**config.mk**
```make
export PLATFORM = sky130hd
export DESIGN_NAME = hilo_muldiv_unit
export DESIGN_NICKNAME = d
export VERILOG_FILES = /design/src/rtl/hilo_muldiv_unit.sv
export SDC_FILE = /design/constraint.sdc
export NUM_CORES = 1
export LEC_CHECK = 0
export BUFFER_PORTS_ARGS = -buffer_cell sky130_fd_sc_hd__buf_2
export CORE_AREA = 3 3 277 225
export DETAILED_ROUTE_END_ITERATION = 16
export DIE_AREA = 0 0 280 228
export GPL_ROUTABILITY_DRIVEN = 0
export MAX_ROUTING_LAYER = met4
export PLACE_DENSITY = 0.65
export SLEW_MARGIN = 15
export SYNTH_ARGS = -nofsm -noshare
export SYNTH_HDL_FRONTEND = slang
export SYNTH_SLANG_ARGS = --single-unit
```
**constraint.sdc**
```tcl
create_clock -name clk_i -period 8.49 [get_ports clk_i]
set_input_delay 1.698 -clock clk_i [delete_from_list [all_inputs] [get_ports clk_i]]
set_output_delay 1.698 -clock clk_i [all_outputs]
set_load 0.03 [all_outputs]
```
**src/rtl/hilo_muldiv_unit.sv**
```systemverilog
// Iterative radix-2 multiply/divide unit producing a 2*WIDTH-bit {Hi,Lo} result.
// Signed operands are reduced to magnitudes up front and sign-corrected in a single fix-up cycle.
module hilo_muldiv_unit #(
    parameter int WIDTH = 32
) (
    input  logic                 clk_i,
    input  logic                 reset_i,
    input  logic                 start_i,
    input  logic [2:0]           op_i,
    input  logic [WIDTH-1:0]     a_i,
    input  logic [WIDTH-1:0]     b_i,
    input  logic [2*WIDTH-1:0]   hiLoCur_i,
    output logic [2*WIDTH-1:0]   hiLoOut_o,
    output logic                 hiLoWrEn_o,
    output logic                 busy_o,
    output logic                 divByZero_o
);

    localparam int CW = $clog2(WIDTH);

    localparam logic [2:0] OP_MULT  = 3'b000;
    localparam logic [2:0] OP_MULTU = 3'b001;
    localparam logic [2:0] OP_DIV   = 3'b010;
    localparam logic [2:0] OP_DIVU  = 3'b011;
    localparam logic [2:0] OP_MADD  = 3'b100;
    localparam logic [2:0] OP_MSUB  = 3'b101;

    typedef enum logic [1:0] {IDLE, CALC, FIX, DONE} state_t;

    state_t               state_q, state_d;
    logic [2:0]           op_q, op_d;
    logic [WIDTH-1:0]     aRaw_q, aRaw_d;
    logic [WIDTH-1:0]     bMag_q, bMag_d;
    logic [2*WIDTH-1:0]   acc_q, acc_d;
    logic [2*WIDTH-1:0]   cur_q, cur_d;
    logic [2*WIDTH-1:0]   hiLoOut_q, hiLoOut_d;
    logic                 signA_q, signA_d;
    logic                 neg_q, neg_d;
    logic                 dbz_q, dbz_d;
    logic [CW-1:0]        cnt_q, cnt_d;

    logic                 opSigned;
    logic                 isDiv;
    logic [WIDTH-1:0]     aMag;
    logic [WIDTH:0]       mulSum;
    logic [WIDTH:0]       remShift;
    logic [WIDTH:0]       remDiff;
    logic [2*WIDTH-1:0]   prodS;
    logic [WIDTH-1:0]     quotS;
    logic [WIDTH-1:0]     remS;

    always_comb begin
        state_d   = state_q;
        op_d      = op_q;
        aRaw_d    = aRaw_q;
        bMag_d    = bMag_q;
        acc_d     = acc_q;
        cur_d     = cur_q;
        hiLoOut_d = hiLoOut_q;
        signA_d   = signA_q;
        neg_d     = neg_q;
        dbz_d     = dbz_q;
        cnt_d     = cnt_q;

        opSigned = (op_i == OP_MULT) || (op_i == OP_DIV) || (op_i == OP_MADD) || (op_i == OP_MSUB);
        isDiv    = (op_q == OP_DIV) || (op_q == OP_DIVU);
        aMag     = (opSigned && a_i[WIDTH-1]) ? -a_i : a_i;

        // acc holds {partial product, remaining multiplier} or {remainder, dividend/quotient}
        mulSum   = {1'b0, acc_q[2*WIDTH-1:WIDTH]} + (acc_q[0] ? {1'b0, bMag_q} : '0);
        remShift = acc_q[2*WIDTH-1:WIDTH-1];
        remDiff  = remShift - {1'b0, bMag_q};

        prodS = neg_q ? -acc_q : acc_q;
        quotS = neg_q ? -acc_q[WIDTH-1:0] : acc_q[WIDTH-1:0];
        remS  = signA_q ? -acc_q[2*WIDTH-1:WIDTH] : acc_q[2*WIDTH-1:WIDTH];

        case (state_q)
            IDLE: begin
                if (start_i && (op_i <= OP_MSUB)) begin
                    op_d    = op_i;
                    aRaw_d  = a_i;
                    bMag_d  = (opSigned && b_i[WIDTH-1]) ? -b_i : b_i;
                    acc_d   = {{WIDTH{1'b0}}, aMag};
                    cur_d   = hiLoCur_i;
                    signA_d = opSigned && a_i[WIDTH-1];
                    neg_d   = opSigned && (a_i[WIDTH-1] ^ b_i[WIDTH-1]);
                    cnt_d   = '0;
                    dbz_d   = ((op_i == OP_DIV) || (op_i == OP_DIVU)) && (b_i == '0);
                    state_d = dbz_d ? FIX : CALC;
                end
            end
            CALC: begin
                if (isDiv) begin
                    if (!remDiff[WIDTH]) begin
                        acc_d = {remDiff[WIDTH-1:0], acc_q[WIDTH-2:0], 1'b1};
                    end else begin
                        acc_d = {remShift[WIDTH-1:0], acc_q[WIDTH-2:0], 1'b0};
                    end
                end else begin
                    acc_d = {mulSum, acc_q[WIDTH-1:1]};
                end
                cnt_d = cnt_q + CW'(1);
                if (cnt_q == CW'(WIDTH-1)) begin
                    state_d = FIX;
                end
            end
            FIX: begin
                if (dbz_q) begin
                    hiLoOut_d = {aRaw_q, {WIDTH{1'b1}}};
                end else begin
                    case (op_q)
                        OP_DIV, OP_DIVU: hiLoOut_d = {remS, quotS};
                        OP_MADD:         hiLoOut_d = cur_q + prodS;
                        OP_MSUB:         hiLoOut_d = cur_q - prodS;
                        default:         hiLoOut_d = prodS;
                    endcase
                end
                state_d = DONE;
            end
            DONE: begin
                state_d = IDLE;
            end
            default: begin
                state_d = IDLE;
            end
        endcase
    end

    always_ff @(posedge clk_i) begin
        if (reset_i) begin
            state_q   <= IDLE;
            op_q      <= '0;
            aRaw_q    <= '0;
            bMag_q    <= '0;
            acc_q     <= '0;
            cur_q     <= '0;
            hiLoOut_q <= '0;
            signA_q   <= 1'b0;
            neg_q     <= 1'b0;
            dbz_q     <= 1'b0;
            cnt_q     <= '0;
        end else begin
            state_q   <= state_d;
            op_q      <= op_d;
            aRaw_q    <= aRaw_d;
            bMag_q    <= bMag_d;
            acc_q     <= acc_d;
            cur_q     <= cur_d;
            hiLoOut_q <= hiLoOut_d;
            signA_q   <= signA_d;
            neg_q     <= neg_d;
            dbz_q     <= dbz_d;
            cnt_q     <= cnt_d;
        end
    end

    assign hiLoOut_o   = hiLoOut_q;
    assign hiLoWrEn_o  = (state_q == DONE);
    assign busy_o      = (state_q != IDLE);
    assign divByZero_o = (state_q == DONE) && dbz_q;

endmodule

```
==> impl_metrics.yaml <==
setup_path:
  path_max_fanout: 11
  cp_slowest_cell: "nor4b_1"
  crit_path_end_kind: "register"
  reg2regPathDepth: 23
  crit_type: "reg -> reg"
  critPathTopFamily: "compound AO/OA/AOI/OAI gates"
  cp_cell_sequence: "inv_1 -> ha_1 -> nor4b_1 -> a311oi_1 -> nor4_1 -> nand4_1 -> nor4_2 -> and3_1 -> a31oi_1 -> xnor2_1 -> ha_1 -> a21oi_1 -> nand2_1 -> a311oi_1 -> nor2_1 -> a221oi_1 -> a21oi_1 -> a211oi_1 -> o21ai_0 -> a21o_1 -> nand2_1 -> nor4_1 -> a211o_1"
  worstPathArrival_ps: 7910
  start_kind: "register"
  r2r_slack_ps: 1060
  path_buf_inv: 1
  max_stage_delay_ps: 810
  r2r_start: "acc_q[0]"
  r2r-end: "hiLoOut_o[59]"
  crit_required_ps: 8970
drt:
  drt_first_pass_iters: 5
  via_per_inst: 6.04
  routedWlPerCell_um: 20.8
  drt-initial-drc-count: 2849
  vias: 24975
  ant_nets: 0
  finalWirelength_um: 85800
  drc: 0
grt:
  grt_first_pass_wirelength_um: 133000
  gr-total-overflow: 0
  antenna_found_initial: 8
  grt_use_total_pct: 26.5
  first_global_vias: 22772
  grt_max_degree: 88
floorplan:
  fp.dieW_um: 280
  io_pins: 201
  fp.dieH_um: 228
  dieArea_mm2: 0.0638
  initial_utilization_pct: 40.0
  rows: 80
  core_area_mm2: 0.0596
synthesis:
  synth-edff-count: 0
  synth_nets: 3568
  synth_compound_area_share_pct: 28.2
  async_reset_ff_share_pct: 0
  synthTopCellsByArea: "dfxtp_1 23%, a21oi_1 7.3%, ha_1 7.3%, nand2_1 7.2%, xnor2_1 6.5%"
  synth_top_cell_area_share_pct: 22.6
  synth-seq-cells: 269
  synth_top_family_by_area: "compound AO/OA/AOI/OAI gates"
  syn_area_per_cell_um2: 7.24
  synthAdderAreaFrac_pct: 7.60
  syn_area_mm2: 0.0238
  synth_simple_gate_area_share_pct: 22.2
  synth_xor_xnor_area_share_pct: 11.4
  netlist_instances: 3291
  ys_warn_count: 0
  yosysTopAreaCell: "dfxtp_1"
  yosys.cell_types.count: 95
  synthMuxAreaShare_pct: 2.49
  synth-main-ff-cell: "dfxtp_1"
  ys_seq_area_share_pct: 22.6
layout:
  fin_nets: 3603
  layout-drive-gt1-share_pct: 10.7
  fillers: 6109
  final_cells: 4137
  synthToLayoutAreaGrowth_pct: 10.6
cts:
  ctsHoldBuffers: 0
  cts_resized: 0
  clk_latency_ps: 610
  cts_max_level: 1
  cts_buffer_depth: 3
  cts_made_buffers: 31
  cts_root_buffer: "clkbuf_16"
  clkTransAtPathRegs_ps: 70
  cts_tree: "done"
  clock_sinks: 269
  cts_setup_buffers: 0
placed_design:
  dp_cells: 4072
  io_buffer_count: 200
  dp_slack_ps: 1360
  place_hpwl_um: 65000
power_and_ir_drop:
  netSwitchingPower_mw: 3.59
  p_int_mw: 3.77
  clock_power_share_pct: 19.8
  total_power_mw: 7.35
  leakage_nw: 10.8
  p_seq_share_pct: 24.0
  power.density_mw_per_mm2: 279
  max-vdd-ir-drop_mv: 0.150
  combPwrFrac_pct: 56.2
  switching_share_pct: 48.8
timing:
  slew_headroom_pct: 25.4
  fin_ws_ps: 1060
  finClkSkew_ps: 21.4
  drv_slew: 0
  rsz0062_at_grt: "false"
  hold_viol_final: 0
  layout_min_cycle_time_ps: 7430
  clock.fmax_mhz: 135
  final-setup-viol-count: 0
  worst_pin_slew_ps: 1120
  post-route-period-util_pct: 87.5
  setup_tns_ps: 0
run:
  maxCapViolCount: 0
min_path:
  min_path_cells: 2
  min_to: "cur_q[0]"
  min-delay-start: "cur_q[0]"
  holdCritPathClass: "reg -> reg"
run_status:
  status: "finished, final reports clean"
metal layers:
metal	GRT usage, %	wire length, um	up-vias
li1	-	-	11965
met1	36.2	38000	11741
met2	39.4	37000	1118
met3	5.24	8170	151
met4	7.57	2680	0
met5	-	0	-
cell usage in the layout, fill, tap and decap left out, types with 29 or more instances in the layout:
master | Yosys | routed
a211oi_1 | 63 | 63
a21o_1 | 74 | 74
a21oi_1 | 350 | 349
a221oi_1 | 31 | 31
a31oi_1 | 30 | 30
buf_2 | 11 | 199
buf_4 | 0 | 34
clkbuf_16 | 0 | 31
dfxtp_1 | 269 | 268
ha_1 | 140 | 137
inv_1 | 102 | 102
mux2i_1 | 57 | 57
nand2_1 | 454 | 454
nand3_1 | 49 | 48
nand4_1 | 47 | 47
nor2_1 | 268 | 265
nor2b_1 | 34 | 33
nor3_1 | 85 | 84
o211ai_1 | 40 | 40
o21ai_0 | 195 | 194
o31ai_1 | 38 | 38
or3_1 | 29 | 29
xnor2_1 | 177 | 176
xor2_1 | 131 | 131
layout make-up:
cell class | instances | area [um2] | share of cell area (%)
clock buffer | 35 | 801 | 3.04
inverter | 103 | 387 | 1.47
tap | 779 | 975 | 3.70
antenna | 7 | 17.5 | 0.0665
multi-input combinational | 2687 | 17200 | 65.4
sequential | 269 | 5390 | 20.4
clock inverter | 23 | 282 | 1.07
timing repair buffer | 234 | 1260 | 4.80
synthesized netlist by cell type, drive strengths merged (22+ instances only):
| master | n |
|---|---|
| o41ai | 22 |
| or3 | 29 |
| nand2 | 454 |
| nand4 | 47 |
| nor2 | 268 |
| o21ai | 198 |
| xnor2 | 177 |
| a221oi | 32 |
| a211oi | 63 |
| a22oi | 28 |
| buf | 33 |
| and3 | 26 |
| clkbuf | 199 |
| a21oi | 350 |
| nor2b | 34 |
| nand3 | 49 |
| o211ai | 40 |
| o31ai | 42 |
| nor4 | 32 |
| inv | 102 |
| mux2i | 57 |
| ha | 140 |
| a21o | 74 |
| dfxtp | 269 |
| nor3 | 90 |
| a31oi | 30 |
| xor2 | 132 |
how the worst max path moves through the flow:
stage	startpoint	endpoint	slack (ps)	cells after the start
6_report	acc_q[0]	hiLoOut_o[59]	1060	23
5_1_grt	acc_q[0]	hiLoOut_o[55]	530	23
4_1_cts	acc_q[0]	hiLoOut_o[59]	1300	23
3_5_place_dp	acc_q[0]	hiLoOut_o[59]	1360	23
3_3_place_gp	acc_q[0]	hiLoOut_o[59]	1520	23
2_1_floorplan	acc_q[0]	hiLoOut_o[59]	2200	26
power groups by stage:
stage               Combinational, mW  Clock [mW]  Sequential (mW)
floorplan                        3.01           0             1.79
global placement                 4.01           0             1.78
detailed placement               4.03           0             1.78
CTS                              4.06        1.48             1.76
global route                     4.53        1.52             1.79
finish                           4.13        1.46             1.76
flip-flops by register name (all words and copies together) (netlist names):
name,cells
neg_q,1
cnt_q,5
state_q,2
cur_q,64
aRaw_q,32
op_q,3
bMag_q,32
signA_q,1
acc_q,64
dbz_q,1
hiLoOut_o,64
worst reg2reg max path: stages (launching register included):
cell      delay, ps
dfxtp_1         430
inv_1           130
ha_1            270
nor4b_1         810
a311oi_1        250
nor4_1          450
nand4_1         190
nor4_2          470
and3_1          330
a31oi_1         130
xnor2_1         160
ha_1            380
a21oi_1         280
nand2_1         100
a311oi_1        290
nor2_1          120
a221oi_1        790
a21oi_1         170
a211oi_1        660
o21ai_0         250
a21o_1          220
nand2_1          80
nor4_1           60
a211o_1         290
stage by stage:
step                      util (%)  area (um2)  hold WS (ps)
final                         44.2       26400           461
after global routing          44.2       26400           471
after CTS                     44.2       26300           461
after detailed placement      42.4       25200           449
after global placement        42.4       25200           445
after floorplan                  -       23800           431
cell families (layout without fill, tap and decap cells):
family          count (synthesis)  in the layout
compound gates               1042           1042
xor+xnor                      309            309
fa+ha+maj                     143            143
buf+inv                       335            395
flops                         269            269
mux                            59             59
other cells                     0              7
simple gates                 1134           1134
Note: power is estimated with default switching activity, not from simulation.
